### src/rtl/fp_cmp32_arbiter.sv
// rtl/fp_cmp32_arbiter.sv - round-robin arbiter sharing one fpCompare32 unit between NREQ requesters
module fp_cmp32_arbiter #(
    parameter int NREQ = 4,
    parameter int TAGW = 4,
    parameter int IDW  = 2
) (
    input  logic                   clk,
    input  logic                   rst,
    input  logic                   ce,
    input  logic [NREQ-1:0]        req_valid,
    output logic [NREQ-1:0]        req_ready,
    input  logic [NREQ*32-1:0]     req_a,
    input  logic [NREQ*32-1:0]     req_b,
    input  logic [NREQ*TAGW-1:0]   req_tag,
    output logic                   resp_valid,
    input  logic                   resp_ready,
    output logic [IDW-1:0]         resp_id,
    output logic [TAGW-1:0]        resp_tag,
    output logic [15:0]            resp_o,
    output logic                   resp_nan,
    output logic                   resp_snan,
    output logic                   busy
);

    // issue stage
    logic [31:0]      s1_a_q, s1_b_q;
    logic [IDW-1:0]   s1_id_q;
    logic [TAGW-1:0]  s1_tag_q;
    logic             s1_v_q;

    // response stage
    logic             resp_valid_q;
    logic [IDW-1:0]   resp_id_q;
    logic [TAGW-1:0]  resp_tag_q;
    logic [15:0]      resp_o_q;
    logic             resp_nan_q, resp_snan_q;

    // round-robin pointer holds the last granted index
    logic [IDW-1:0]   rr_ptr_q, rr_ptr_d;

    logic             adv1, adv2, found, accept;
    logic [IDW-1:0]   grant;

    // compare unit outputs
    logic [15:0]      cmp_cond;
    logic             cmp_nan, cmp_snan;

    assign adv2   = ce & s1_v_q & (~resp_valid_q | resp_ready);
    assign adv1   = ce & (~s1_v_q | adv2);
    assign accept = adv1 & found;

    // search requesters starting one past the last winner, wrapping modulo NREQ
    always_comb begin
        found = 1'b0;
        grant = '0;
        for (int k = 1; k <= NREQ; k++) begin
            logic [IDW-1:0] cand;
            cand = IDW'((int'(rr_ptr_q) + k) % NREQ);
            if (!found && req_valid[cand]) begin
                found = 1'b1;
                grant = cand;
            end
        end
    end

    assign req_ready = accept ? (NREQ'(1) << grant) : '0;
    assign rr_ptr_d  = accept ? grant : rr_ptr_q;

    // fpCompare32: IEEE-754 single compare; +0 and -0 compare equal, NaN is unordered
    always_comb begin
        logic a_nan, b_nan, unord, both_zero, raw_eq, raw_lt;
        logic eq, lt, gt;
        a_nan     = (&s1_a_q[30:23]) & (|s1_a_q[22:0]);
        b_nan     = (&s1_b_q[30:23]) & (|s1_b_q[22:0]);
        unord     = a_nan | b_nan;
        both_zero = ~(|s1_a_q[30:0]) & ~(|s1_b_q[30:0]);
        raw_eq    = both_zero | (s1_a_q == s1_b_q);
        if (both_zero)
            raw_lt = 1'b0;
        else if (s1_a_q[31] != s1_b_q[31])
            raw_lt = s1_a_q[31];
        else if (!s1_a_q[31])
            raw_lt = s1_a_q[30:0] < s1_b_q[30:0];
        else
            raw_lt = s1_a_q[30:0] > s1_b_q[30:0];
        eq = ~unord & raw_eq;
        lt = ~unord & raw_lt;
        gt = ~unord & ~raw_eq & ~raw_lt;
        // {rsvd[15:13], ord, uge, ge, ueq, ult, rsvd, ugt, gt, unord, ne, le, lt, eq}
        cmp_cond = {3'b000, ~unord, unord | eq | gt, eq | gt, unord | eq, unord | lt,
                    1'b0, unord | gt, gt, unord, ~eq, eq | lt, lt, eq};
        cmp_nan  = unord;
        cmp_snan = (a_nan & ~s1_a_q[22]) | (b_nan & ~s1_b_q[22]);
    end

    // issue stage and arbitration pointer
    always_ff @(posedge clk) begin
        if (rst) begin
            s1_v_q   <= 1'b0;
            s1_a_q   <= '0;
            s1_b_q   <= '0;
            s1_id_q  <= '0;
            s1_tag_q <= '0;
            rr_ptr_q <= IDW'(NREQ - 1);
        end else begin
            rr_ptr_q <= rr_ptr_d;
            if (adv1) begin
                s1_v_q <= accept;
                if (accept) begin
                    s1_a_q   <= req_a[32*grant +: 32];
                    s1_b_q   <= req_b[32*grant +: 32];
                    s1_tag_q <= req_tag[TAGW*grant +: TAGW];
                    s1_id_q  <= grant;
                end
            end
        end
    end

    // response stage holds its entry until the consumer takes it
    always_ff @(posedge clk) begin
        if (rst) begin
            resp_valid_q <= 1'b0;
            resp_id_q    <= '0;
            resp_tag_q   <= '0;
            resp_o_q     <= '0;
            resp_nan_q   <= 1'b0;
            resp_snan_q  <= 1'b0;
        end else if (adv2) begin
            resp_valid_q <= 1'b1;
            resp_id_q    <= s1_id_q;
            resp_tag_q   <= s1_tag_q;
            resp_o_q     <= cmp_cond;
            resp_nan_q   <= cmp_nan;
            resp_snan_q  <= cmp_snan;
        end else if (ce && resp_valid_q && resp_ready) begin
            resp_valid_q <= 1'b0;
        end
    end

    assign resp_valid = resp_valid_q;
    assign resp_id    = resp_id_q;
    assign resp_tag   = resp_tag_q;
    assign resp_o     = resp_o_q;
    assign resp_nan   = resp_nan_q;
    assign resp_snan  = resp_snan_q;
    assign busy       = s1_v_q | resp_valid_q;

endmodule
### config.mk
export PLATFORM = sky130hd
export DESIGN_NAME = fp_cmp32_arbiter
export DESIGN_NICKNAME = d
export VERILOG_FILES = /design/src/rtl/fp_cmp32_arbiter.sv
export SDC_FILE = /design/constraint.sdc
export NUM_CORES = 1
export LEC_CHECK = 0
export ABC_AREA = 1
export CORE_UTILIZATION = 42
export DETAILED_ROUTE_END_ITERATION = 6
export HOLD_SLACK_MARGIN = 0.05
export PLACE_DENSITY = 0.88
export SYNTH_ARGS = -nofsm -noshare
export SYNTH_HDL_FRONTEND = slang
export SYNTH_SLANG_ARGS = --single-unit
export TNS_END_PERCENT = 50
### constraint.sdc
create_clock -name clk -period 4.15 [get_ports clk]
set_input_delay 0.415 -clock clk [delete_from_list [all_inputs] [get_ports clk]]
set_output_delay 0.415 -clock clk [all_outputs]
set_load 0.01 [all_outputs]
## Yosys cells after proc, flatten, opt, wreduce, memory -nomap -nowiden

Index checks and enable logic that the tools add are counted.

| word-level totals | value |
|---|---|
| bits of input ports | 280 |
| word-level logic and storage cells | 101 |
| bits in registers | 94 |
| output and inout bits | 30 |

| operators by class | value |
|---|---|
| magnitude comparators | 6 |
| shifts and indexed selects | 4 |
| muxes and demuxes | 22 |
| $add $sub $neg | 4 |
| equality and inequality tests | 2 |
| reduce and logical (&&, ||, !) cells | 16 |
| bitwise logic cells | 35 |

Operators by type and width:

| cell | count |
|---|---|
| 128-bit by 8-bit indexed part select with 32-bit output | 2 |
| 31-bit OR reduction | 2 |
| 23-bit OR reduction | 2 |
| 32-bit == test | 1 |
| 31-bit greater-than comparator | 1 |
| 31-bit less-than comparator | 1 |
| 8-bit AND reduction | 2 |
| 16-bit by 5-bit indexed part select with 4-bit output | 1 |
| 1-bit AND | 13 |
| 1-bit 2-to-1 mux | 13 |
| 2-bit by 3-bit less-than comparator with 1-bit output, second input constant | 4 |
| 1-bit bitwise OR | 12 |
| 1-bit NOT | 10 |
| 1-bit binary-select mux with 2-bit select | 4 |
| 2-bit 2-to-1 mux | 4 |
| 1-bit logical AND | 5 |
| 2-bit by 1-bit adder with 2-bit output, second input constant | 2 |
| 2-bit adder, second input constant | 2 |
| 4-bit 2-to-1 mux | 1 |
| 1-bit by 2-bit << shifter with 4-bit output, first input constant | 1 |
| 1-bit zero test | 3 |
| 2-bit AND reduction | 1 |
| 2-bit nonzero test | 1 |
| 1-bit inequality test | 1 |

## Logic depth before layout (Yosys ltp)

Gate-level depths: netlist (run 1).

| logic depth | value |
|---|---|
| word-level depth | 15 |
| gate-level depth with buffers | 18 |

## Worst setup path before layout (run 1)

No wires, ideal clock.

| timing path | value |
|---|---|
| path kind | flip-flop to output port |
| start | reg rr_ptr_q[0] |
| end | out req_ready[0] |
| path slack | 1.884 ns |
| data arrival time | 1.851 ns |
| required time | 3.735 ns |
| buffers on the path | 3 |
| stages on the path, launching flop included | 13 |
| cells stage by stage | dfxtp_1 -> buf_6 -> o21ai_0 -> nand2_1 -> nand2_2 -> nor2_4 -> nand2_1 -> nand3_1 -> nand2_1 -> buf_4 -> buf_2 -> inv_1 -> nor3_1 |

| between the ends | value |
|---|---|
| word-level cells in the longest chain between the ends | 15 |

RTL lines:

| element | line | RTL |
|---|---|---|
| start: declaration | 39 | `logic [IDW-1:0] rr_ptr_q, rr_ptr_d;` |
| start signal: assignment | 104 | `rr_ptr_q <= IDW'(NREQ - 1);` |
| start signal: assignment | 106 | `rr_ptr_q <= rr_ptr_d;` |
| 2-bit by 1-bit adder with 2-bit output | 58 | `cand = IDW'((int'(rr_ptr_q) + k) % NREQ);` |
| 1-bit binary-select mux with 2-bit select | 59 | `if (!found && req_valid[cand]) begin` |
| 1-bit 2-to-1 mux (not written as such) | 59 |  |
| 1-bit 2-to-1 mux | 59 |  |
| 1-bit zero test | 59 |  |
| 1-bit logical AND | 59 |  |
| 1-bit 2-to-1 mux | 59 |  |
| 1-bit zero test | 59 |  |
| 1-bit logical AND | 59 |  |
| 1-bit 2-to-1 mux | 59 |  |
| 1-bit zero test | 59 |  |
| 1-bit logical AND | 59 |  |
| 2-bit 2-to-1 mux or 1-bit 2-to-1 mux (tied branches) | 59 |  |
| 1-bit by 2-bit << shifter with 4-bit output or 1-bit AND (tied branches) | 66, 50 |  |
| 4-bit 2-to-1 mux (*) | 66 | `assign req_ready = accept ? (NREQ'(1) << grant) : '0;` |
| end: declaration | 11 | `output logic [NREQ-1:0] req_ready,` |

Every way passes the cells marked *; elsewhere a longest branch is shown, timed or not. The select of a mux whose other input is x is not followed.

## Worst setup path in the final report (run 1)

| timing path | value |
|---|---|
| start | reg rr_ptr_q[0] |
| end | reg s1_b_q[25] |

| between the ends | value |
|---|---|
| word-level cells in the longest chain between the ends | 15 |

RTL lines:

| element | line | RTL |
|---|---|---|
| parallel branches: the longest is 15 deep, another holds 2-bit by 1-bit adder with 2-bit output | -- |  |
| end signal: assignment | 111 | `s1_b_q <= req_b[32*grant +: 32];` |
| end: declaration | 26 | `logic [31:0] s1_a_q, s1_b_q;` |

Parallel ways; which one is timed is not known. The select of a mux whose other input is x is not followed.
A chain may end at the register's enable or synchronous reset.

==> key figures, run 1 <==
Min path
  • Worst hold path class: reg2reg

Logic synthesis
  • XOR/XNOR Fraction of Synth Area: 0.332%
  • Avg Inst Size Synth: 5.72 µm²
  • FF+latch count, synth: 93
  • Distinct cells, synth: 33
  • Mapped cell area: 7910 µm²
  • Largest family of logic cells by synthesized area: simple AND/OR/NAND/NOR gates
  • Cells after Synth: 1383
  • Post-Synth Simple-Gate Area: 46.1%
  • Synth Area in Compound Gates: 7.82%
  • Synth top area share: 23.5%
  • Yosys top cell by area: dfxtp_1
  • Sequential fraction of the synthesis area: 23.5%
  • Portion of netlist area occupied by mux cells: 0%
  • Area contributors post-synth: dfxtp_1 24%, nand2_1 21%, nand3_1 14%
  • Yosys warns: 0
  • Post-synthesis adder-cell area fraction: 4.90%

Critical path
  • CP max stage delay: 0.72 ns
  • CP Cell Sequence: inv_2, nand2_1, nand2_1, nand2_1, o21ai_1, nor2_4, nand2_1, nand3_4, buf_4, buf_4, nand3_1, nand2_1, nand2_1, nand3_1, nand2_1, inv_1
  • Worst EP required: 4.45 ns
  • CP Buf/Inv Count: 4
  • Arrival @ worst endpoint: 3.69 ns
  • Crit end category: flop
  • Critical Path Source Type: flop
  • Kind of critical path: reg2reg
  • Crit-path most repeated cell: nand2_1
  • CP max-delay cell: buf_4
  • Crit-path leading delay family: buffers and inverters
  • CP Max Fanout: 92

Pwr
  • Psw: 3.94 mW
  • Max rail drop VDD: 0.839 mV
  • Clk pwr share: 12.5%
  • Sequential share of power: 18.1%
  • Internal power: 3.50 mW
  • Power Dens Cells: 660 nW/µm²
  • Leakage: 5.69 nW
  • Comb pwr share: 69.4%
  • Sw frac: 53.0%

Timing
  • Final Cycle Share: 81.7%
  • Worst-Margin Slew: 1.04 ns
  • Worst hold slack: 0.484 ns
  • Fmax: 0.295 GHz
  • Slew HR: 30.6%
  • Minimum clock period: 3.39 ns
  • Skew final: 0.0128 ns
  • # setup viols final: 0
  • Hold Fails Final Rpt: 0
  • RSZ-0062 raised after global routing: false
  • Number of max-slew violations in the final report: 0
  • Fin Setup TNS: 0 ns

CTS
  • Clock Latency Late Sink: 0.35 ns
  • CTS root buf: clkbuf_16
  • Postcts setup bufs: 0
  • PostCTS Resize Cnt: 0
  • Clock transition at path regs: 0.07 ns
  • CTS Buf Count: 9
  • Hold-fix buffers, CTS: 0
  • CTS H-tree depth: 3
  • CTS tree: yes
  • CTS Buffer Depth: 2
  • Number of clock sinks: 93

Floorplan
  • Row count: 49
  • Initial Utilization: 43.4%
  • Die outline height: 139 µm
  • Core area: 18200 µm²
  • Die X: 139 µm
  • Die area: 19400 µm²
  • I/O Pins: 310

Global route
  • Pin count of the biggest net entering global routing: 137
  • Initial antenna violation count: 4
  • Vias in the first global route: 8884
  • First-pass GRT wire length: 43400 µm
  • GRT Util Overall: 27.8%
  • Aggregate global routing overflow: 0

Placement
  • # port buffers: 305
  • Post-DP HPWL: 19900 µm
  • Routability-driven placement congestion ratio: 0.935

Routing
  • Residual DRC count: 18
  • Routed Antenna Nets: 0
  • DRT Pass-1 Iters: 7
  • Vias per cell: 5.12
  • Via count: 9524
  • WL per Instance: 14.7 µm
  • Routed wire length: 27300 µm
  • Initial DRC Count: 725

Run status
  • Status: finished, violations left
  • Failing checks: design-rule violations

Cells and area
  • Nets: 1934
  • Fill cells: 1650
  • Share of cells above drive strength 1: 2.64%
  • Area Overhead vs Synth: 42.5%

Job
  • Max-cap violations: 0
-- power by group through the flow --
stage	registers, mW	clock network, mW	logic (mW)
floorplan	1.32	0	3.84
global placement	1.35	0	4.99
detailed placement	1.36	0	5.13
CTS	1.34	0.926	5.16
global route	1.38	0.970	5.83
finish	1.35	0.929	5.16
-- per-stage QoR --
step / area [µm²] / worst slack, ns / util, % / std cells / total power [mW]
2_1_floorplan: 7920 / 1.88 / - / 1386 / 5.16
3_3_place_gp: 10900 / 0.647 / 60.0 / 1841 / 6.34
3_5_place_dp: 10900 / 0.615 / 60.0 / 1841 / 6.48
4_1_cts: 11300 / 0.808 / 61.8 / 1857 / 7.43
5_1_grt: 11300 / 0.499 / 61.9 / 1861 / 8.18
6_report: 11300 / 0.760 / 61.9 / 1861 / 7.44
-- cells by family (layout without fill, tap and decap cells) --
logic type               count (synthesis)  after routing
XOR/XNOR                                 3              3
AO/OA/AOI/OAI                          115            115
adder cells (fa/ha/maj)                 31             31
flip-flops                              93             93
other                                    1              8
buffers and inverters                  330            572
AND/OR/NAND/NOR                        810            810
-- cells in the final DEF, fill, tap and decap left out, types with 2 or more instances in the layout --
cell type        synthesis  routed
nand2_1                433     431
clkdlybuf4s50_1          0     304
inv_1                  232     232
nand3_1                219     218
dfxtp_1                 93      93
a21oi_1                 90      90
nand3b_1                69      69
nor2_1                  59      59
ha_1                    31      31
nand4_1                 18      18
buf_4                   13      12
o21ai_0                  9       9
clkbuf_16                0       9
nor3_1                   6       6
o21ai_1                  5       5
diode_2                  0       4
inv_2                    4       4
o211ai_1                 4       4
conb_1                   1       4
nand2_2                  2       2
a21o_1                   2       2
xnor2_1                  2       2
a22oi_1                  2       2
clkinv_1                 2       2
nand2_4                  0       2
clkinv_4                 0       2
bufinv_16                0       2
-- metal layers --
metal  wire (µm)  up-vias  track usage, %
met5           0        -               0
met4        1000        0            13.0
met3        1790       62            4.82
met2       13300      363            49.9
met1       11200     4294            31.9
li1            -     4805               -
-- worst register-to-register path, stage by stage, from the launching register on --
cell     delay, ns
dfxtp_1       0.53
inv_2         0.14
nand2_1       0.08
nand2_1       0.08
nand2_1       0.08
o21ai_1       0.12
nor2_4        0.14
nand2_1       0.12
nand3_4       0.10
buf_4         0.72
buf_4         0.62
nand3_1       0.18
nand2_1       0.16
nand2_1       0.07
nand3_1       0.10
nand2_1       0.06
inv_1         0.05
-- area by class of cell --
class                   instances  area [µm²]  area share, %
multi-input cells             963        4730           42.0
repair buffers                318        3160           28.0
flip-flops and latches         93        1860           16.5
inverters                     238         893           7.93
well taps                     229         287           2.54
clock buffers                  10         239           2.12
clock inverters                 6        93.8          0.833
diodes                          4        10.0         0.0888
-- path summary, 6_finish.rpt --
kind / start / to / slack, ns / depth (start not counted)
worst min register to register: resp_o[0] / resp_o[0] / 0.48 / 2
worst max register to register: rr_ptr_q[0] / s1_b_q[25] / 0.76 / 16
worst max-delay path: rr_ptr_q[0] / s1_b_q[25] / 0.76 / 16
worst min-delay path: resp_o[0] / resp_o[0] / 0.48 / 2
-- synthesized netlist by cell type, drive strengths merged --
cell	count
nand3b	69
a211oi	1
nand2	435
o221ai	1
and2	1
xnor2	2
nor4	1
ha	31
clkinv	2
conb	1
xor2	1
nand3	219
nand4	18
a21o	2
nor2	60
buf	67
o21ai	15
inv	236
dfxtp	93
a22oi	2
o211ai	4
clkbuf	25
a21oi	90
nor3	6
or2	1
-- sequential cells by signal, indices dropped and copies added, names as in the netlist, 2 cells and up --
register	cells
s1_b_q	32
rr_ptr_q	2
s1_id_q	2
s1_tag_q	4
resp_o	12
s1_a_q	32
resp_id	2
resp_tag	4
Note: power is estimated with default switching activity, not from simulation.
==> run 2, diff against run 1 <==
CORE_UTILIZATION = 41   (was 42)
PLACE_DENSITY = 0.89   (was 0.88)
clock period = 3.1 ns   (was 4.15 ns; I/O delays follow)
==> run 2 against run 1 <==
  * Hold slack lost 0.013 ns
  * The flow now finishes without violations
  * Total power rose by 36%
  * Combinational power up 37%
  * Die area up 2.4%
  * Clock skew fell by 0.0045 ns
  * Clock power rose by 31%
==> key figures, run 2 (synthesis gave the netlist of run 1 again) <==
Run status
  • Status: finished, final reports clean (was finished, violations left)

Critical path
  • Worst EP required: 2.79 ns (was 4.45 ns)
  • Reg2Reg Launch Point: rr_ptr_q[0] (unchanged)
  • Flop-to-flop setup slack: 0.53 ns (was 0.76 ns)
  • Kind of critical path: in2out (was reg2reg)
  • CP Max Fanout: 5 (was 92)
  • Reg2Reg Depth: 17 (was 16)
  • Crit end category: output pin (was flop)
  • Arrival @ worst endpoint: 2.61 ns (was 3.69 ns)
  • Reg-to-reg endpoint: s1_a_q[31] (was s1_b_q[25])
  • Critical Path Source Type: input port (was flop)

Timing
  • Fmax: 0.342 GHz
  • Skew final: 0.00828 ns (was 0.0128 ns)
  • Fin Setup TNS: 0 ns (unchanged)
  • Minimum clock period: 2.92 ns
  • RSZ-0062 raised after global routing: false (unchanged)
  • Final Cycle Share: 94.3%
  • # setup viols final: 0 (unchanged)
  • Slew HR: 43.5% (was 30.6%)
  • Worst-Margin Slew: 0.848 ns (was 1.04 ns)
  • Number of max-slew violations in the final report: 0 (unchanged)
  • Hold Fails Final Rpt: 0 (unchanged)

Floorplan
  • Row count: 50 (was 49)
  • Die outline height: 141 µm (was 139 µm)
  • Core area: 18800 µm² (was 18200 µm²)
  • I/O Pins: 310 (unchanged)
  • Initial Utilization: 42.0% (was 43.4%)
  • Die X: 141 µm (was 139 µm)
  • Die area: 19800 µm² (was 19400 µm²)

Global route
  • Met2 usage: 48.4% (was 49.9%)
  • Vias in the first global route: 8994 (was 8884)
  • Aggregate global routing overflow: 0 (unchanged)
  • Initial antenna violation count: 2 (was 4)
  • First-pass GRT wire length: 43200 µm (was 43400 µm)
  • GRT Util Overall: 27.0% (was 27.8%)
  • Grt met3 use: 4.18% (was 4.82%)
  • GRT met1 Usage: 32.7% (was 31.9%)
  • Pin count of the biggest net entering global routing: 137 (unchanged)
  • GRT busiest layer: met2 (unchanged)

Min path
  • Worst hold path class: reg2reg (unchanged)
  • Worst Hold End: resp_o[1] (was resp_o[0])
  • Hold Crit Start: resp_o[1] (was resp_o[0])
  • Hold Path Depth: 2 (unchanged)

Routing
  • Initial DRC Count: 631 (was 725)
  • DRT Pass-1 Iters: 5 (was 7)
  • Routed Antenna Nets: 0 (unchanged)
  • Residual DRC count: 0 (was 18)
  • Vias per cell: 5.00 (was 5.12)
  • Routed wire length: 27000 µm (was 27300 µm)
  • Via count: 9466 (was 9524)
  • WL per Instance: 14.3 µm (was 14.7 µm)

Cells and area
  • Finished Layout Cells: 1893 (was 1861)
  • Highest-count cells in the layout ignoring fill and taps: 431 x nand2_1, 302 x clkdlybuf4s50_1, 232 x inv_1 (was 431 x nand2_1, 304 x clkdlybuf4s50_1, 232 x inv_1)
  • Final instance area: 11400 µm² (was 11300 µm²)
  • Share of cells above drive strength 1: 3.13% (was 2.64%)
  • Area Overhead vs Synth: 44.1% (was 42.5%)
  • Nets: 1936 (was 1934)
  • Commonest non-fill, non-tap cell in the layout: nand2_1 (unchanged)

CTS
  • Clock transition at path regs: 0.07 ns (about the same)
  • CTS root buf: clkbuf_16 (unchanged)
  • CTS Buffer Depth: 2 (unchanged)
  • CTS Buf Count: 9 (unchanged)
  • Postcts setup bufs: 0 (unchanged)
  • Clock Latency Late Sink: 0.35 ns (about the same)
  • Number of clock sinks: 93 (unchanged)
  • Hold-fix buffers, CTS: 0 (unchanged)
  • CTS H-tree depth: 3 (unchanged)
  • CTS tree: yes (unchanged)

Placement
  • # port buffers: 305 (unchanged)
  • Post-DP HPWL: 19600 µm (was 19900 µm)
  • Placed Area: 11000 µm² (was 10900 µm²)
  • Routability-driven placement congestion ratio: 0.911 (was 0.935)
  • Dpl cells: 1874 (was 1841)

Pwr
  • Power Dens Cells: 889 nW/µm² (was 660 nW/µm²)
  • Max rail drop VDD: 0.978 mV (was 0.839 mV)
  • Leakage: 5.76 nW (was 5.69 nW)

Job
  • Max-cap violations: 0 (unchanged)
run 2: power by group:
group / switching (mW) / total, mW / internal, mW
Clock: 0.488 / 1.22 / 0.734
Combinational: 4.62 / 7.08 / 2.45
Sequential: 0.255 / 1.83 / 1.57
Total: 5.37 / 10.1 / 4.76
run 2: worst max path at each step:
stage                 start           end
6_report       req_valid[3]  req_ready[0]
3_3_place_gp   req_valid[3]  req_ready[3]
3_5_place_dp   req_valid[3]  req_ready[3]
2_1_floorplan   rr_ptr_q[0]  req_ready[0]
4_1_cts         rr_ptr_q[0]  req_ready[3]
5_1_grt        req_valid[3]  req_ready[1]
run 2: final cells by class:
class | instances | area, µm²
antenna | 3 | 7.51
clock buffer | 10 | 239
clock inverter | 6 | 92.6
fill | 1757 | 7440
inverter | 238 | 896
multi-input combinational | 963 | 4750
sequential | 93 | 1870
tap | 260 | 325
timing repair buffer | 320 | 3220
run 2: layer usage:
layer  vias to the layer above  wire length (µm)
li1                       4812                 -
met1                      4237             11500
met2                       366             13100
met3                        51              1840
met4                         0               641
met5                         -                 0
run 2: stage by stage:
step / hold slack (ns) / total power [mW] / worst slack, ns / util, %
after floorplan: 0.446 / 6.90 / 0.939 / -
after global placement: 0.457 / 8.63 / 0.136 / 58.5
after detailed placement: 0.461 / 8.80 / 0.0596 / 58.5
after CTS: 0.471 / 10.1 / 0.0706 / 60.3
after global routing: 0.490 / 11.2 / 0.0197 / 60.5
final: 0.472 / 10.1 / 0.178 / 60.5
run 2: critical path, cell delays in order:
cell and delay, ns:
clkdlybuf4s50_1 0.47, inv_1 0.04, o21ai_1 0.22, nand2_1 0.10, nand2_2 0.11, inv_2 0.06, a21oi_1 0.25, nand2_4 0.11
nand2_4 0.11, inv_1 0.06, nor3_1 0.20, clkdlybuf4s50_1 0.58
run 2: repair_timing:
item / 4_1_cts / 5_1_grt
setup endpoints to repair: 2 / 4
resized for setup: 2 / 9
gates cloned: 0 / 0
==> run 3, diff against run 2 <==
CTS_CLUSTER_DIAMETER = 120   (was default)
==> results of run 3 <==
No change in the layout: final DEF, timing and power equal those of run 2.
